## src/rtl/mem_readback.sv

```systemverilog
// Streams DEPTH_MEM words from a registered-read memory through a 3-entry FIFO with valid/ready.
// Optional running checksum of accepted words when MEM_READBACK_CHECKSUM_EN is defined.
module mem_readback #(
    parameter int WID_MEM   = 18,
    parameter int DEPTH_MEM = 2048
) (
    input  logic               clk,
    input  logic               reset,
    input  logic               start,
    output logic               busy,
    output logic               done,
    output logic [31:0]        mem_raddr,
    input  logic [WID_MEM-1:0] mem_dout,
    output logic [WID_MEM-1:0] rd_data,
    output logic               rd_valid,
    input  logic               rd_ready,
    output logic               rd_last
`ifdef MEM_READBACK_CHECKSUM_EN
    ,
    output logic [31:0]        checksum
`endif
);

    localparam logic [31:0] LAST_ADDR = 32'(DEPTH_MEM - 1);

    typedef enum logic [1:0] {IDLE, RUN, DRAIN} state_t;

    state_t state;

    // rd_pend: mem_raddr carries a new read this cycle; cap_pend: mem_dout holds its data.
    logic rd_pend, rd_pend_last;
    logic cap_pend, cap_pend_last;

    logic [2:0]         fifo_v;
    logic [2:0]         fifo_l;
    logic [WID_MEM-1:0] fifo_d [3];

    logic [2:0]         nxt_v;
    logic [2:0]         nxt_l;
    logic [WID_MEM-1:0] nxt_d [3];
    logic               placed;

    logic               pop;
    logic [1:0]         fifo_occ;
    logic [2:0]         committed;
    logic               can_issue;

    assign rd_valid = fifo_v[0];
    assign rd_data  = fifo_d[0];
    assign rd_last  = fifo_l[0];
    assign pop      = fifo_v[0] & rd_ready;

    // Slots already spoken for after this edge; a new read only fits if one is left.
    assign fifo_occ  = 2'(fifo_v[0]) + 2'(fifo_v[1]) + 2'(fifo_v[2]);
    assign committed = 3'(fifo_occ) - 3'(pop) + 3'(rd_pend) + 3'(cap_pend);
    assign can_issue = committed < 3'd3;

    always_comb begin
        // NOTE: every variable gets a default up front so no path leaves it unassigned (no latch).
        nxt_v  = fifo_v;
        nxt_l  = fifo_l;
        nxt_d  = fifo_d;
        placed = 1'b0;
        if (pop) begin
            nxt_v    = {1'b0, fifo_v[2:1]};
            nxt_l    = {1'b0, fifo_l[2:1]};
            nxt_d[0] = fifo_d[1];
            nxt_d[1] = fifo_d[2];
        end
        if (cap_pend) begin
            for (int i = 0; i < 3; i++) begin
                if (!placed && !nxt_v[i]) begin
                    nxt_v[i] = 1'b1;
                    nxt_l[i] = cap_pend_last;
                    nxt_d[i] = mem_dout;
                    placed   = 1'b1;
                end
            end
        end
    end

    always_ff @(posedge clk) begin
        if (reset) begin
            state         <= IDLE;
            busy          <= 1'b0;
            done          <= 1'b0;
            mem_raddr     <= '0;
            rd_pend       <= 1'b0;
            rd_pend_last  <= 1'b0;
            cap_pend      <= 1'b0;
            cap_pend_last <= 1'b0;
            fifo_v        <= '0;
            fifo_l        <= '0;
            // NOTE: the FIFO storage is only three words and rd_data must read 0 after reset, so it is cleared too.
            for (int i = 0; i < 3; i++) fifo_d[i] <= '0;
`ifdef MEM_READBACK_CHECKSUM_EN
            checksum      <= '0;
`endif
        end else begin
            fifo_v        <= nxt_v;
            fifo_l        <= nxt_l;
            fifo_d        <= nxt_d;
            cap_pend      <= rd_pend;
            cap_pend_last <= rd_pend_last;
            rd_pend       <= 1'b0;
            rd_pend_last  <= 1'b0;
            done          <= 1'b0;
`ifdef MEM_READBACK_CHECKSUM_EN
            if (pop) checksum <= checksum + 32'(rd_data);
`endif
            case (state)
                IDLE: begin
                    if (start) begin
                        state        <= RUN;
                        busy         <= 1'b1;
                        mem_raddr    <= '0;
                        rd_pend      <= 1'b1;
                        rd_pend_last <= (LAST_ADDR == 32'd0);
`ifdef MEM_READBACK_CHECKSUM_EN
                        checksum     <= '0;
`endif
                    end
                end
                RUN: begin
                    if (rd_pend && rd_pend_last) begin
                        state <= DRAIN;
                    end else if (can_issue) begin
                        mem_raddr    <= mem_raddr + 32'd1;
                        rd_pend      <= 1'b1;
                        rd_pend_last <= (mem_raddr + 32'd1 == LAST_ADDR);
                    end
                end
                DRAIN: begin
                    if (pop && fifo_l[0]) begin
                        state     <= IDLE;
                        busy      <= 1'b0;
                        done      <= 1'b1;
                        mem_raddr <= '0;
                    end
                end
                default: state <= IDLE;
            endcase
        end
    end

endmodule
```

## config.mk

```make
export PLATFORM = sky130hd
export DESIGN_NAME = mem_readback
export DESIGN_NICKNAME = d
export VERILOG_FILES = /design/src/rtl/mem_readback.sv
export SDC_FILE = /design/constraint.sdc
export NUM_CORES = 1
export LEC_CHECK = 0
export CORE_MARGIN = 2
export CORE_UTILIZATION = 45
export DETAILED_ROUTE_END_ITERATION = 10
export GPL_ROUTABILITY_DRIVEN = 0
export PLACE_DENSITY = 0.71
export SYNTH_ARGS = -nofsm -noshare
export SYNTH_HDL_FRONTEND = slang
export SYNTH_SLANG_ARGS = --single-unit
```

## constraint.sdc

```tcl
create_clock -name clk -period 3.7 [get_ports clk]
set_clock_uncertainty 0.1 [all_clocks]
set_input_delay 0.37 -clock clk [delete_from_list [all_inputs] [get_ports clk]]
set_output_delay 0.37 -clock clk [all_outputs]
set_load 0.05 [all_outputs]
```

== Yosys cells after proc, flatten, opt, wreduce, memory -nomap -nowiden ==
Index checks and enable logic that the tools add are counted.
Word-level totals
  flip-flop bits (word level): 100
Operators by class
  order comparisons: 1
  reduce and logical (&&, ||, !) cells: 17
  mux-type cells: 35
  bitwise gates (word level): 4
  $add $sub $neg: 6
  eq/ne operators: 8
Operators by type and width (number)
  $mux 32: 4
  $pmux 32 s3: 1
  $mux 18: 3
  $mux 54: 1
  $mux 36: 1
  $add 32x1->32 const B: 1
  $eq 32x11->1 const B: 1
  $mux 1: 15
  $mux 3: 4
  $ne 2x2->1 const B: 5
  $add 3x1->3: 2
  $mux 2: 3
  $pmux 2 s3: 1
  $reduce_and 3->1: 2
  $reduce_and 5->1: 1
  $logic_and 1x1->1: 4
  $logic_not 1->1: 4
  $pmux 1 s2: 2
  $reduce_or 4->1: 1
  $lt 3x2->1 const B: 1
  $not 1->1: 3
  $reduce_bool 3->1: 1
  $sub 2x1->3: 1
  $add 1x1->2: 1
  other kinds (8): 8

== Depth between registers and ports, before layout ==
  depth after elaboration: 12
  mapped depth: 16
  mapped depth without buffers: 13

== Least setup slack after synthesis ==
No wires, ideal clock.
  path kind: reg-to-reg
  from: register fifo_v[0]
  to: register rd_pend_last
  cell stages (with the launch flop): 17
  setup time: 0.088 ns
  data arrival time: 4.029 ns
  path slack: -0.517 ns
  data required time: 3.512 ns
  cells stage by stage: dfxtp_1 > clkbuf_1 > nand2_1 > inv_1 > clkbuf_1 > ha_1 > fa_1 > fa_1 > inv_1 > fa_1 > nand2b_1 > and4_1 > clkbuf_1 > o21ai_0 > a21oi_1 > nand4_1 > nor4_2
On the way
  longest elaborated chain between the ends: 8
  elaborated cells between the ends (all ways): 9
  those cells by class: add/sub (5); order compare (1); bitwise (2); reduce/logical (1)
Ends and longest elaborated chain
  start, declared: RTL line 34  | logic [2:0] fifo_v;
  start signal, assigned: RTL line 100  | fifo_v <= nxt_v;
  $add 1x1->2: RTL line 54  | assign fifo_occ = 2'(fifo_v[0]) + 2'(fifo_v[1]) + 2'(fifo_v[2]);
  $add 2x1->2: RTL line 54
  $sub 2x1->3 (*): RTL line 55  | assign committed = 3'(fifo_occ) - 3'(pop) + 3'(rd_pend) + 3'(cap_pend);
  $add 3x1->3 (*) (2 in series): RTL line 55
  $lt 3x2->1 (*): RTL line 56  | assign can_issue = committed < 3'd3;
  $not 1->1 (no line) (*)
  $reduce_or 4->1 (no line) (*)
  end signal, assigned: RTL line 118  | rd_pend_last <= (LAST_ADDR == 32'd0);
  end signal, assigned: RTL line 130  | rd_pend_last <= (mem_raddr + 32'd1 == LAST_ADDR);
  end, declared: RTL line 31  | logic rd_pend, rd_pend_last;
Every way passes the cells marked *; elsewhere a longest branch is shown, timed or not.
A chain may end at the register's enable or synchronous reset.

== Final worst setup path ==
  from: input rd_ready
  to: register mem_raddr[14]
On the way
  longest elaborated chain between the ends: 7
  elaborated cells between the ends (all ways): 9
  those cells by class: add/sub (3); order compare (1); eq/ne (2); bitwise (1); reduce/logical (2)
Ends and longest elaborated chain
  start, declared: RTL line 16  | input logic rd_ready,
  $and 1x1->1 (*): RTL line 51  | assign pop = fifo_v[0] & rd_ready;
  $sub 2x1->3: RTL line 55
  $add 3x1->3 (2 in series): RTL line 55
  $lt 3x2->1: RTL line 56
  $ne 2x2->1 (no line)
  $reduce_and 5->1 (no line) (*)
  end signal, assigned: RTL line 128  | mem_raddr <= mem_raddr + 32'd1;
  end, declared: RTL line 12  | output logic [31:0] mem_raddr,
Marks and branches as above.

==> impl_results.rst <==
.. list-table::
   :header-rows: 1

   * - Metric
     - Value
   * - Worst Max-Slew Pin Slew
     - ~1.1 ns
   * - Total congestion overflow after global routing
     - 0
   * - Worst endpoint data arrival time
     - 3.66 ns
   * - Area of combinational cells with multiple inputs
     - 2700 um2
   * - Summed instance area of the synthesized netlist
     - ~5100 um2
   * - Via-to-Cell Ratio
     - 5.75
   * - Total core area
     - 10900 um2
   * - Flip-flop cell with the highest count after synthesis
     - dfxtp_1
   * - Count of pins over their slew limit
     - 0
   * - Antenna violations before repair
     - 0
   * - Total power per unit cell area
     - 386 nW/um2
   * - Clock H-tree levels
     - 3
   * - Clock period minus final worst setup slack
     - 3.50 ns
   * - Static Leakage
     - 0.00204 uW
   * - Yosys Warn Count
     - 0
   * - FF-to-FF setup slack
     - around 0.27 ns
   * - Number of failing setup endpoints in the final timing report
     - 0
   * - Startpoint of the lowest-slack register-to-register path
     - cap_pend$_SDFF_PP0_
   * - Worst rel slew slack
     - 29.9%
   * - Total of buffers placed on input and output ports
     - 75
   * - Unrepaired setup endpoints after global routing
     - no
   * - CTS Root Buffer Type
     - clkbuf_16
   * - Count of different cell masters after synthesis
     - between 50 and 60
   * - Number of global-route vias before repair
     - approximately 4500
   * - CTS tree
     - built
   * - Path depth of the worst reg2reg path
     - 13
   * - Post-synthesis to final-layout area growth
     - 20.2%
   * - Worst flop-to-flop path endpoint
     - mem_raddr[14]$_SDFFE_PP0P_
   * - Critical Path Source Type
     - input port
   * - Hold-critical path endpoint
     - fifo_d[6]$_SDFFE_PP0P_
   * - Share of flip-flops with an asynchronous set or reset
     - 0%
   * - Post-layout worst setup margin
     - between 0.15 and 0.2 ns
   * - Total global-route track usage
     - 21.2%
   * - Number of sinks driven by the clock tree
     - 100
   * - Count of hold-fix buffers inserted at cts
     - 0
   * - Hold depth
     - 2
   * - Filler cell count
     - 1037
   * - WHS
     - ~0.36 ns
   * - Pre-CTS WS
     - -0.211 ns
   * - Crit. End Element
     - flop
   * - Type of the worst min-delay path
     - flop to flop
   * - Routed wirelength normalized by instance count
     - about 15 um
   * - Required time reported for the critical path endpoint
     - 3.86 ns
   * - Number of top-level pins
     - 76
   * - Worst-path fanout max
     - 13
   * - Insertion delay of the later-clocked pin in the worst-skew pair
     - 0.35 ns
   * - Overall routed net length
     - ~13000 um
   * - Cell count after synthesis
     - 660
   * - Final-stage net count
     - 722
   * - Detailed-route DRC error count
     - 0
   * - Height of the die
     - 110 um
   * - Run status
     - completed
   * - Share of the yosys chip area belonging to registers
     - 39.3%
   * - Startpoint of the lowest-slack hold path
     - fifo_d[6]$_SDFFE_PP0P_
   * - Placed wire-length estimate
     - 8320 um
   * - Chip width
     - 110 um
   * - Number of rows in the core area
     - 38
   * - Number of synthesized flops with an enable pin
     - 0
   * - Mean area per synthesized cell
     - 7.72 um2
   * - First-pass GRT wire length
     - 21800 um
   * - Final cycle utilization of the critical path
     - 94.6%
   * - Final hold violation count
     - 0
   * - Net Count, Synth
     - 688
   * - CTS clk-pin slew, worst paths
     - 0.07 ns
   * - Max VDD drop
     - around 0.25 mV
   * - Number of iterations in the first detailed-routing pass
     - 5
   * - Max-cap viol count
     - 0
   * - Effective utilization at floorplan
     - ~47%
   * - Maximum frequency from static timing analysis
     - 0.286 GHz
   * - Die Outline Area
     - 12200 um2
   * - Pin count of the biggest net entering global routing
     - 100
   * - Overall via count from detail_route
     - between 4000 and 5000
   * - Area occupied by registers
     - 2010 um2
   * - Diode insertion count for antenna repair
     - 0
   * - Share of post-route cells with drive strength above 1
     - 7.44%
   * - Num CTS Buffers
     - 9
   * - Yosys reg bits
     - 100
   * - Detailed router's first-iteration violation count
     - between 300 and 400
   * - Residual antenna-violating net count after detailed routing
     - 0
   * - Path type of the worst setup path
     - input port to flop
   * - Maximum buffer depth of the clock tree
     - 2
[through the flow]
stage / utilization (%) / cells / total power [uW] / setup TNS (ns) / area (um2)
floorplan: - / 660 / 1320 / 0 / 5110
global placement: 53.2 / 823 / 1410 / -0.406 / 5820
detailed placement: 53.2 / 823 / 1420 / -2.28 / 5820
CTS: 56.0 / 839 / 2390 / 0 / 6120
global route: 56.0 / 839 / 2450 / 0 / 6120
finish: 56.0 / 839 / 2360 / 0 / 6120
[cells by family after synthesis]
family | Yosys count | share of synthesized area [%]
AND/OR/NAND/NOR | 296 | 28.2
AO/OA/AOI/OAI | 159 | 19.9
flip-flops | 100 | 39.3
buffers and inverters | 83 | 7.86
XOR/XNOR | 15 | 2.58
adder cells (fa/ha/maj) | 6 | 1.92
multiplexers | 1 | 0.196
[worst max-delay path by stage]
stage                    startpoint                    endpoint  cells after the start
2_1_floorplan  fifo_v[0]$_SDFF_PP0_     rd_pend_last$_SDFF_PP0_                     16
3_3_place_gp               rd_ready     rd_pend_last$_SDFF_PP0_                     14
3_5_place_dp               rd_ready  mem_raddr[14]$_SDFFE_PP0P_                     15
4_1_cts                    rd_ready     rd_pend_last$_SDFF_PP0_                     14
5_1_grt                    rd_ready  mem_raddr[14]$_SDFFE_PP0P_                     15
6_report                   rd_ready  mem_raddr[14]$_SDFFE_PP0P_                     15
[critical path, cell delays in order]
cell and delay, ns:
clkdlybuf4s50_1 0.49, nand2_1 0.07, inv_1 0.09, ha_1 0.24, fa_1 0.45, fa_1 0.37
inv_1 0.07, fa_1 0.41, nand2b_1 0.10, nand4_1 0.13, buf_4 0.20, buf_4 0.18
nor2_2 0.14, a31oi_1 0.10, a211oi_1 0.24
[cell usage after synthesis (3+ instances only)]
master    number  area (um2)
and4_1         4        35.0
xnor2_1        9        78.8
fa_1           3        60.1
buf_4         19         143
a31oi_1       10        62.6
inv_1         12        45.0
nor4_1         7        43.8
xor2_1         6        52.6
nor3_1         6        30.0
a311oi_1      38         333
a21o_1         3        22.5
a21oi_1       58         290
nand4b_1       4        35.0
nand2b_1       3        18.8
nor2b_1        3        18.8
or4_1          4        30.0
nand3_1       18        90.1
buf_2          6        30.0
nor2_1        76         285
nand3b_1       8        60.1
nand2_1      130         488
or3_1          6        37.5
dfxtp_1      100        2000
a211oi_1       9        67.6
clkbuf_1      43         161
nand4_1        8        50.1
o21ai_0       29         145
ha_1           3        37.5
[cell type report]
class	instances	share of cell area, %
clock inverters	7	1.25
flip-flops and latches	100	32.7
well taps	140	2.86
repair buffers	94	14.7
clock buffers	9	3.68
inverters	12	0.735
multi-input cells	477	44.0
[what timing repair did]
action / 4_1_cts / 5_1_grt
endpoints found under the hold margin: 0 / 0
setup endpoints to repair: 0 / 2
resized for setup: 0 / 1
setup buffers: 0 / 0
[power breakdown]
group,internal (uW),switching [uW],leakage [uW],total (uW)
clock network,528,443,0.000142,972
registers,1100,17.6,0.000810,1110
logic,101,176,0.00109,277
total,1730,637,0.00204,2360
[state kept, by name (all words and copies together) (netlist names)]
name           count
fifo_d            36
mem_raddr         32
rd_data           18
fifo_l             3
fifo_v             3
state              2
busy               1
cap_pend           1
cap_pend_last      1
done               1
rd_pend            1
rd_pend_last       1
[layout by cell type (no fill, tap or decap), drive strengths merged, types with 5 or more instances in the layout]
master,n
a211oi,9
a21oi,58
a311oi,38
a31oi,10
and4,5
buf,20
clkbuf,9
clkdlybuf4s50,74
dfxtp,100
inv,13
nand2,130
nand3,18
nand3b,8
nand4,12
nor2,76
nor3,8
nor4,9
o21ai,29
or3,7
xnor2,9
xor2,6
[routing by layer]
metal | GRT usage [%] | part of all wire [%]
met1 | 28.2 | 47
met3 | 3.46 | 4.7
met2 | 34.4 | 46
met5 | 0 | 0
met4 | 8.33 | 1.5
Note: power is estimated with default switching activity, not from simulation.
